### config.mk
export PLATFORM = sky130hd
export DESIGN_NAME = rasresp_flat
export DESIGN_NICKNAME = d
export VERILOG_FILES = /design/src/rtl/rasresp_if.sv /design/src/rtl/rasresp.sv /design/src/flat_wrapper.sv
export SDC_FILE = /design/constraint.sdc
export NUM_CORES = 2
export LEC_CHECK = 0
export BUFFER_PORTS_ARGS = -buffer_cell sky130_fd_sc_hd__buf_2
export CAP_MARGIN = 20
export CORE_ASPECT_RATIO = 0.9
export CORE_MARGIN = 2
export CORE_UTILIZATION = 45
export DETAILED_ROUTE_END_ITERATION = 7
export PLACE_DENSITY = 0.61
export SETUP_SLACK_MARGIN = 0.2
export SLEW_MARGIN = 20
export SYNTH_ARGS = -nofsm -noshare
export SYNTH_HDL_FRONTEND = slang
export SYNTH_SLANG_ARGS = --single-unit
### constraint.sdc
create_clock -name sys_clk -period 3.85 [get_ports sys_clk]
set_input_delay 0.5775 -clock sys_clk [delete_from_list [all_inputs] [get_ports sys_clk]]
set_output_delay 0.5775 -clock sys_clk [all_outputs]
set_load 0.005 [all_outputs]
### src/rtl/rasresp_if.sv
// rasresp_if: strobe/address/data bundle between a RAS/CAS bank generator and
// the rasresp DRAM-side responder.
//   master modport: the generator side; drives rasl, casl, wel, ma, din and
//                   observes the responder's data and status outputs.
//   slave modport : the responder side (rasresp).
// Signals:
//   rasl, casl, wel : active-low RAS/bank select, CAS and write enable
//   ma              : multiplexed row/column address, max(ROW_W, COL_W) bits
//   din / dout      : write data / read data
//   doe             : read data valid / output enable
//   row_open        : a row is active; open_row holds its address
//   trcd_err        : sticky tRCD violation flag
//   trp_err         : sticky tRP violation flag
//   refresh_cnt     : CBR refresh count, wraps at 255
`timescale 1ns/1ps
interface rasresp_if #(
    parameter int unsigned ROW_W  = 4,
    parameter int unsigned COL_W  = 4,
    parameter int unsigned DATA_W = 16
);
    localparam int unsigned MA_W = (ROW_W > COL_W) ? ROW_W : COL_W;

    logic              rasl;
    logic              casl;
    logic              wel;
    logic [MA_W-1:0]   ma;
    logic [DATA_W-1:0] din;
    logic [DATA_W-1:0] dout;
    logic              doe;
    logic              row_open;
    logic [ROW_W-1:0]  open_row;
    logic              trcd_err;
    logic              trp_err;
    logic [7:0]        refresh_cnt;

    modport master (
        output rasl, casl, wel, ma, din,
        input  dout, doe, row_open, open_row, trcd_err, trp_err, refresh_cnt
    );

    modport slave (
        input  rasl, casl, wel, ma, din,
        output dout, doe, row_open, open_row, trcd_err, trp_err, refresh_cnt
    );
endinterface

### src/rtl/rasresp.sv
// rasresp: synchronous single-bank DRAM responder. Decodes active-low RAS/CAS/WE
// strobes, latches row at RAS fall and column at CAS fall, performs reads with a
// CL-cycle pipeline and same-edge writes, counts CAS-before-RAS refreshes and
// raises sticky tRCD/tRP violation flags.
// Ports:
//   sys_clk : single clock, strobes sampled on the rising edge
//   reset   : synchronous active-high reset
//   bus     : rasresp_if slave modport (strobes, address, data, status)
`timescale 1ns/1ps
module rasresp #(
    parameter int unsigned ROW_W  = 4,
    parameter int unsigned COL_W  = 4,
    parameter int unsigned DATA_W = 16,
    parameter int unsigned TRCD   = 2,
    parameter int unsigned TRP    = 3,
    parameter int unsigned CL     = 2   // legal range 1..7
) (
    input logic       sys_clk,
    input logic       reset,
    rasresp_if.slave  bus
);
    localparam int unsigned AW    = ROW_W + COL_W;
    localparam int unsigned DEPTH = 1 << AW;
    localparam int unsigned TW    = 8;
    localparam int unsigned CW    = 3;

    typedef enum logic [1:0] {StIdle, StActive, StCbr, StPre} state_e;

    state_e            state_q, state_d;
    logic              ras_prev_q, cas_prev_q;
    logic [TW-1:0]     tcnt_q, tcnt_d, tcnt_inc;
    logic              rd_busy_q, rd_busy_d;
    logic [CW-1:0]     rd_cnt_q, rd_cnt_d;
    logic [AW-1:0]     rd_addr_q, rd_addr_d;
    logic [DATA_W-1:0] dout_q, dout_d;
    logic              doe_q, doe_d;
    logic              row_open_q, row_open_d;
    logic [ROW_W-1:0]  open_row_q, open_row_d;
    logic              trcd_err_q, trcd_err_d;
    logic              trp_err_q, trp_err_d;
    logic [7:0]        refresh_q, refresh_d;
    logic              mem_we;
    logic [AW-1:0]     acc_addr;
    logic              ras_fall, ras_rise, cas_fall;

    logic [DATA_W-1:0] mem [DEPTH];

    assign ras_fall = ras_prev_q & ~bus.rasl;
    assign ras_rise = ~ras_prev_q & bus.rasl;
    assign cas_fall = cas_prev_q & ~bus.casl;
    assign acc_addr = {open_row_q, bus.ma[COL_W-1:0]};

    // Shared timer: cycles since RAS fall in ACTIVE/CBR, cycles since RAS rise in
    // PRE. tcnt_inc is the elapsed-cycle count as of the current edge.
    assign tcnt_inc = (tcnt_q == '1) ? tcnt_q : tcnt_q + TW'(1);

    always_comb begin
        state_d    = state_q;
        tcnt_d     = tcnt_inc;
        rd_busy_d  = rd_busy_q;
        rd_cnt_d   = rd_cnt_q;
        rd_addr_d  = rd_addr_q;
        dout_d     = dout_q;
        doe_d      = doe_q & ~bus.casl;
        row_open_d = row_open_q;
        open_row_d = open_row_q;
        trcd_err_d = trcd_err_q;
        trp_err_d  = trp_err_q;
        refresh_d  = refresh_q;
        mem_we     = 1'b0;

        // Read pipeline: dout loads CL edges after the CAS fall; doe only if CAS
        // is still low at that edge.
        if (rd_busy_q) begin
            if (rd_cnt_q == CW'(CL)) begin
                rd_busy_d = 1'b0;
                dout_d    = mem[rd_addr_q];
                doe_d     = ~bus.casl;
            end else begin
                rd_cnt_d = rd_cnt_q + CW'(1);
            end
        end

        unique case (state_q)
            StIdle, StPre: begin
                if (state_q == StPre && tcnt_inc >= TW'(TRP)) begin
                    state_d = StIdle;
                end
                if (ras_fall) begin
                    if (state_q == StPre && tcnt_inc < TW'(TRP)) begin
                        trp_err_d = 1'b1;
                    end
                    tcnt_d = '0;
                    if (bus.casl) begin
                        state_d    = StActive;
                        row_open_d = 1'b1;
                        open_row_d = bus.ma[ROW_W-1:0];
                    end else begin
                        // CAS already low: CBR refresh, no row access
                        state_d   = StCbr;
                        refresh_d = refresh_q + 8'd1;
                    end
                end
            end
            StActive, StCbr: begin
                if (ras_rise) begin
                    // Precharge wins over a same-edge CAS fall and cancels any read
                    state_d    = StPre;
                    tcnt_d     = '0;
                    row_open_d = 1'b0;
                    rd_busy_d  = 1'b0;
                    dout_d     = dout_q;
                    doe_d      = 1'b0;
                end else if (state_q == StActive && cas_fall) begin
                    if (tcnt_inc < TW'(TRCD)) begin
                        trcd_err_d = 1'b1;
                    end
                    // A new access discards any older pending read
                    rd_busy_d = 1'b0;
                    dout_d    = dout_q;
                    doe_d     = 1'b0;
                    if (!bus.wel) begin
                        mem_we = 1'b1;
                    end else begin
                        rd_busy_d = 1'b1;
                        rd_cnt_d  = CW'(1);
                        rd_addr_d = acc_addr;
                    end
                end
            end
        endcase
    end

    always_ff @(posedge sys_clk) begin
        if (reset) begin
            state_q    <= StIdle;
            ras_prev_q <= 1'b1;
            cas_prev_q <= 1'b1;
            tcnt_q     <= '0;
            rd_busy_q  <= 1'b0;
            rd_cnt_q   <= '0;
            rd_addr_q  <= '0;
            dout_q     <= '0;
            doe_q      <= 1'b0;
            row_open_q <= 1'b0;
            open_row_q <= '0;
            trcd_err_q <= 1'b0;
            trp_err_q  <= 1'b0;
            refresh_q  <= '0;
        end else begin
            state_q    <= state_d;
            ras_prev_q <= bus.rasl;
            cas_prev_q <= bus.casl;
            tcnt_q     <= tcnt_d;
            rd_busy_q  <= rd_busy_d;
            rd_cnt_q   <= rd_cnt_d;
            rd_addr_q  <= rd_addr_d;
            dout_q     <= dout_d;
            doe_q      <= doe_d;
            row_open_q <= row_open_d;
            open_row_q <= open_row_d;
            trcd_err_q <= trcd_err_d;
            trp_err_q  <= trp_err_d;
            refresh_q  <= refresh_d;
        end
    end

    // Storage is not reset; writes are blocked while reset is asserted.
    always_ff @(posedge sys_clk) begin
        if (mem_we && !reset) begin
            mem[acc_addr] <= bus.din;
        end
    end

    assign bus.dout        = dout_q;
    assign bus.doe         = doe_q;
    assign bus.row_open    = row_open_q;
    assign bus.open_row    = open_row_q;
    assign bus.trcd_err    = trcd_err_q;
    assign bus.trp_err     = trp_err_q;
    assign bus.refresh_cnt = refresh_q;
endmodule

### src/flat_wrapper.sv
// flat-port wrapper written by rule: the top's interface ports become plain ports
module rasresp_flat 
#(
    parameter int unsigned ROW_W  = 4,
    parameter int unsigned COL_W  = 4,
    parameter int unsigned DATA_W = 16,
    parameter int unsigned TRCD   = 2,
    parameter int unsigned TRP    = 3,
    parameter int unsigned CL     = 2                      
)
  (sys_clk, reset, bus_rasl, bus_casl, bus_wel, bus_ma, bus_din, bus_dout, bus_doe, bus_row_open, bus_open_row, bus_trcd_err, bus_trp_err, bus_refresh_cnt);
  rasresp_if #(.ROW_W(ROW_W), .COL_W(COL_W), .DATA_W(DATA_W)) bus_i ();
  input logic sys_clk;
  input logic reset;
  input wire logic [$bits(bus_i.rasl)-1:0] bus_rasl;
  input wire logic [$bits(bus_i.casl)-1:0] bus_casl;
  input wire logic [$bits(bus_i.wel)-1:0] bus_wel;
  input wire logic [$bits(bus_i.ma)-1:0] bus_ma;
  input wire logic [$bits(bus_i.din)-1:0] bus_din;
  output wire logic [$bits(bus_i.dout)-1:0] bus_dout;
  output wire logic [$bits(bus_i.doe)-1:0] bus_doe;
  output wire logic [$bits(bus_i.row_open)-1:0] bus_row_open;
  output wire logic [$bits(bus_i.open_row)-1:0] bus_open_row;
  output wire logic [$bits(bus_i.trcd_err)-1:0] bus_trcd_err;
  output wire logic [$bits(bus_i.trp_err)-1:0] bus_trp_err;
  output wire logic [$bits(bus_i.refresh_cnt)-1:0] bus_refresh_cnt;
  assign bus_i.rasl = bus_rasl;
  assign bus_i.casl = bus_casl;
  assign bus_i.wel = bus_wel;
  assign bus_i.ma = bus_ma;
  assign bus_i.din = bus_din;
  assign bus_dout = bus_i.dout;
  assign bus_doe = bus_i.doe;
  assign bus_row_open = bus_i.row_open;
  assign bus_open_row = bus_i.open_row;
  assign bus_trcd_err = bus_i.trcd_err;
  assign bus_trp_err = bus_i.trp_err;
  assign bus_refresh_cnt = bus_i.refresh_cnt;
  rasresp #(.ROW_W(ROW_W), .COL_W(COL_W), .DATA_W(DATA_W), .TRCD(TRCD), .TRP(TRP), .CL(CL)) u_core (.sys_clk(sys_clk), .reset(reset), .bus(bus_i));
endmodule
* After elaboration in Yosys (flattened, before gate mapping)
Memories as Yosys holds them, arrays and structs flattened. A register that Yosys moved wholly into a read port is not among the register bits.
Cells that the tools add are included.
** Storage, ports and cells
- Bits in registers :: 56
- Bits in writable memories :: 4096
- Bits of input ports :: 25
- Output and inout bits :: 32
- Word-level logic and storage cells :: 99
- Memories :: 1
** Memories
- u_core.mem :: words 256, bits a word 16, read ports 1, clocked after Yosys merged registers in 1, wr ports 1, RTL line rasresp.sv:46 : logic [DATA_W-1:0] mem [DEPTH];
** Cells by class
- Add/sub/neg operators :: 3
- Order comparisons :: 3
- Equal/unequal tests :: 11
- Muxes and demuxes :: 43
- Bitwise operators :: 8
- Reduce and logical (&&, ||, !) cells :: 16
** Operator list (count)
- $mux W16 :: 5
- $mux W8 :: 5
- $mux W1 :: 20
- $mux W3 :: 6
- $add A8 B1 Y8 const B :: 2
- $lt A8 B2 Y1 const B :: 2
- $pmux W8 S2 :: 1
- $reduce_and A3 Y1 :: 4
- $eq A8 B8 Y1 const B :: 1
- $ge A8 B2 Y1 const B :: 1
- $mux W2 :: 4
- $reduce_and A4 Y1 :: 2
- $ne A2 B2 Y1 const B :: 3
- $and A1 B1 Y1 :: 4
- $eq A2 B2 Y1 const B :: 2
- $logic_and A1 B1 Y1 :: 4
- $ne A2 B1 Y1 const B :: 2
- $not A1 Y1 :: 4
- $pmux W2 S2 :: 1
- $reduce_and A2 Y1 :: 2
- $reduce_or A2 Y1 :: 2
- $add A3 B1 Y3 const B :: 1
- $eq A3 B2 Y1 const B :: 1
- $ne A3 B1 Y1 const B :: 1
- 4 further kinds :: 4

* Longest topological paths before layout
- Depth after elaboration :: 9
- Gate-level depth with buffers :: 13
- Depth with buffers taken out :: 9

* Worst setup path after synthesis
Ideal clock, no wire load.
- Kind :: input-to-reg
- Start point :: in bus_casl
- End point :: mem u_core.mem[54][0], enable pin
- Library setup time :: 388 ps
- Data arrival time :: 2865 ps
- Data required time :: 3462 ps
- Path slack :: 597 ps
- Stages :: 7
- Buffers on the path :: 2
- Cell sequence :: clkbuf_1 -> or2_2 -> nor3_1 -> nor3b_1 -> nand3_1 -> clkbuf_1 -> nor2_1
** Between the ends
- Word-level cells in the longest chain between the ends :: 9
** Ends and longest elaborated chain
- start: declaration :: RTL line flat_wrapper.sv:16 : input wire logic [$bits(bus_i.casl)-1:0] bus_casl;
- $not A1 Y1 (no line)
- $and A1 B1 Y1 :: RTL line rasresp.sv:50 : assign cas_fall = cas_prev_q & ~bus.casl;
- $logic_and A1 B1 Y1 :: RTL line rasresp.sv:114 : end else if (state_q == StActive && cas_fall) begin
- $mux W1 :: RTL line rasresp.sv:114
- $mux W1 :: RTL line rasresp.sv:106 : if (ras_rise) begin
- $mux W1 :: RTL line rasresp.sv:84 : unique case (state_q)
- $logic_and A1 B1 Y1 :: RTL line rasresp.sv:170 : if (mem_we && !reset) begin
- $mux W1 :: RTL line rasresp.sv:170
- $mux W1 (implied by the code) :: RTL line rasresp.sv:171 : mem[acc_addr] <= bus.din;
- end: declaration :: RTL line rasresp.sv:46
No other way between the ends.

==> impl_metrics.toml <==
[critical_path]
end_kind = "flop"
cp_max_fo = 22
path_class = "reg -> reg"
crit_arrival_ns = 4.51
cp.buffers_inverters = 4
cp_cell_sequence = "buf_12 > buf_16 > buf_16 > buf_4 > mux2i_1 > o221ai_1 > o22ai_1 > o21ai_2 > nand4_1 > o211ai_1"
path_common_cell = "buf_16"
slowest_delay_ns = 0.57
cp_slowest_cell = "nand4_1"
start_kind = "flop"
rrSetupSlack_ns = 0.16
worstPathRequired_ns = 4.68
crit_family = "compound AO/OA/AOI/OAI gates"

[die]
fp.dieArea_um2 = 360000
initial_core_util_pct = 45.3
core_um2 = 354000
die_w_um = 633
io_pins = 57
die-height_um = 570
rows = 207

[timing]
fin_crit_ns = 3.69
fmax_ghz = 0.271
period_share_pct = 95.8
holdWs_ns = 0.0888
finalSetupTns_ns = 0
slew_violations = 0
final.setup_skew_ns = 0.0553
worst-slew-pin-transition_ns = 1.37
setup-violations-final = 0
maxSlewHeadroom_pct = 8.37
rsz0062_at_grt = "true"
timing_hold_violations_final = 0

[pwr]
leakage_nw = 56.1
clock_power_share_pct = 43.0
irDropWorstVdd_mv = 0.407
power_density_nw_per_um2 = 488
p_switching_mw = 18.2
power.share.switching_pct = 20.1
seq_power_share_pct = 55.0
internal_power_mw = 72.2
combinationalPowerShare_pct = 2.0

[global_route]
gr-total-overflow = 0
antenna_found_initial = 37
grt_pass1_wl_um = 637000
grt.total_usage_pct = 25.0
first_global_vias = 82000
grt_max_degree = 111

[drt]
viasPerCell = 6.21
drt_wl_total_um = 458000
drt_iter0_drc = 12400
post_drt_wl_per_cell_um = 33.5
dr.pass1.iters = 6
ant_nets = 0
drc_errors = 0
vias = 84900

[placement]
dp_hpwl_um = 288000
gp_congestion = 0.877
port_buffers = 56

[layout]
area_delta_synth_final_pct = 15.8
drive_gt1_share_pct = 24.6
final_nets = 8672
utilization_pct = 52.4
fillers = 27400

[cts]
clockBufferDepth = 4
clk_latency_ns = 0.94
cts_buffers = 401
clock_sinks = 4160
cts-htree-levels = 5
cts_root_buf = "clkbuf_16"
cts_tree = "built"
path_clk_slew_ns = 0.06

[synthesis]
synth_edf_count = 4096
syn_area_per_cell_um2 = 20.5
ys_top_cells_by_area = "edfxtp_1 77%, mux4_2 9.3%, mux2i_1 4.5%"
synthFlopType = "edfxtp_1"
synth_top_area_share_pct = 76.8
synthTopCellsByCount = "4096 x edfxtp_1, 719 x mux2i_1, 663 x mux4_2"
synth_fp_nets = 7835
ys_types = 67
async_reset_ff_share_pct = 0
yosys_warnings = 0
synth_top_cell_by_area = "edfxtp_1"
syn_inst = 7804
yosysSeqAreaShare_pct = 77.6
syn_area_um2 = 160000
ys_ff_latch = 4160
yosysMostFrequentCell = "edfxtp_1"

[run]
drv_cap = 0

[outcome]
outcome = "completed"

[hold_path]
hold_path.class = "in -> reg"
## tightest hold or removal path, stage by stage
cell      delay (ns)
buf_2           0.12
or2_2           0.19
a211oi_1        0.07
## flip-flops by register name, indices dropped and copies added, names as in the netlist, named ones only
signal	count
u_core.state_q	2
u_core.mem	4096
u_core.bus.refresh_cnt	8
u_core.bus.doe	1
u_core.ras_prev_q	1
u_core.bus.row_open	1
u_core.rd_cnt_q	3
u_core.bus.trcd_err	1
u_core.bus.dout	16
u_core.bus.open_row	4
u_core.cas_prev_q	1
u_core.rd_addr_q	8
u_core.tcnt_q	8
u_core.rd_busy_q	1
u_core.bus.trp_err	1
## power by group through the flow
stage	Combinational [mW]	Clock (mW)	Sequential, mW
after floorplan	0.499	0	50.7
after CTS	1.77	39.3	49.7
after global routing	1.87	41.1	49.7
final	1.79	38.9	49.7
after detailed placement	1.76	0	50.7
after global placement	1.69	0	50.7
## cell type report
class | instances | area [um2] | share of cell area (%)
Antenna cell | 8 | 20.0 | 0.0108
Clock buffer | 508 | 10600 | 5.73
Clock inverter | 221 | 2240 | 1.21
Inverter | 8 | 38.8 | 0.0209
Multi-Input combinational cell | 3170 | 33100 | 17.9
Sequential cell | 4160 | 124000 | 67.1
Tap cell | 4702 | 5880 | 3.18
Timing Repair Buffer | 900 | 9080 | 4.90
## cells by family (layout without fill, tap and decap cells)
logic type                 count (synthesis)  count (layout)  share of synthesized area, %
xor gates and xnor gates                  12              12                        0.0657
and+or+nand+nor                          786             787                          2.16
AOI/OAI and AO/OA                        969             969                          4.22
other                                      0               8                             0
adders and majority gates                  6               6                        0.0469
buffers and inverters                    475            1637                          1.84
muxes                                   1396            1396                          14.0
DFF                                     4160            4160                          77.6
## path summary, 6_finish.rpt
path                            cells past startpoint           startpoint                  end
worst max-delay path                               10                 flop  u_core.bus.dout[10]
worst min-delay path                                3             bus_casl       u_core.bus.doe
worst max register to register                     10                 flop  u_core.bus.dout[10]
worst min register to register                      2  u_core.rd_addr_q[0]                 flop
## repair_timing
action,CTS,global route
pin swaps,2,4
hold buffers,7,0
resized for setup,17,16
setup buffers,4,3
setup endpoints to repair,12,15
gates cloned,0,1
hold endpoints to repair,18,0
## placed cells by master (no fill, tap or decap), types with 12 or more instances in the layout
cell	Yosys	final
a2111oi_0	52	40
a211oi_1	79	78
a21oi_1	130	130
a221oi_1	54	54
a22oi_1	127	127
a31oi_1	17	17
and3_1	14	13
buf_12	5	176
buf_2	90	40
buf_4	79	656
buf_8	12	13
bufinv_16	0	38
clkbuf_1	188	94
clkbuf_16	0	405
clkbuf_8	0	12
clkinv_1	1	74
clkinv_2	0	70
clkinvlp_4	0	13
dfxtp_1	64	59
edfxtp_1	4096	4096
mux2i_1	719	719
mux4_2	663	663
nand2_1	231	231
nand3_1	63	54
nand4_1	27	27
nor2_1	320	286
nor2_2	0	32
nor3_1	46	44
o21a_1	20	20
o21ai_0	92	86
o221ai_1	126	126
o22ai_1	222	222
## stage by stage
| step | power (mW) | cells | setup WS, ns | instance area, um2 |
|---|---|---|---|---|
| global placement | 52.4 | 12900 | -0.414 | 172000 |
| global route | 92.6 | 13700 | 0.185 | 185000 |
| detailed placement | 52.5 | 12900 | -0.296 | 172000 |
| floorplan | 51.2 | 7804 | 0.597 | 160000 |
| CTS | 90.8 | 13700 | 0.205 | 185000 |
| finish | 90.4 | 13700 | 0.163 | 185000 |
## routing by layer
metal,share of wire (%),GRT usage [%],vias to the layer above
met1,41,37.1,45300
met2,45,37.7,4635
li1,-,-,34300
met4,3.4,7.95,16
met5,0.030,0,-
met3,10,4.63,634
Power figures use the tool's default switching activity.
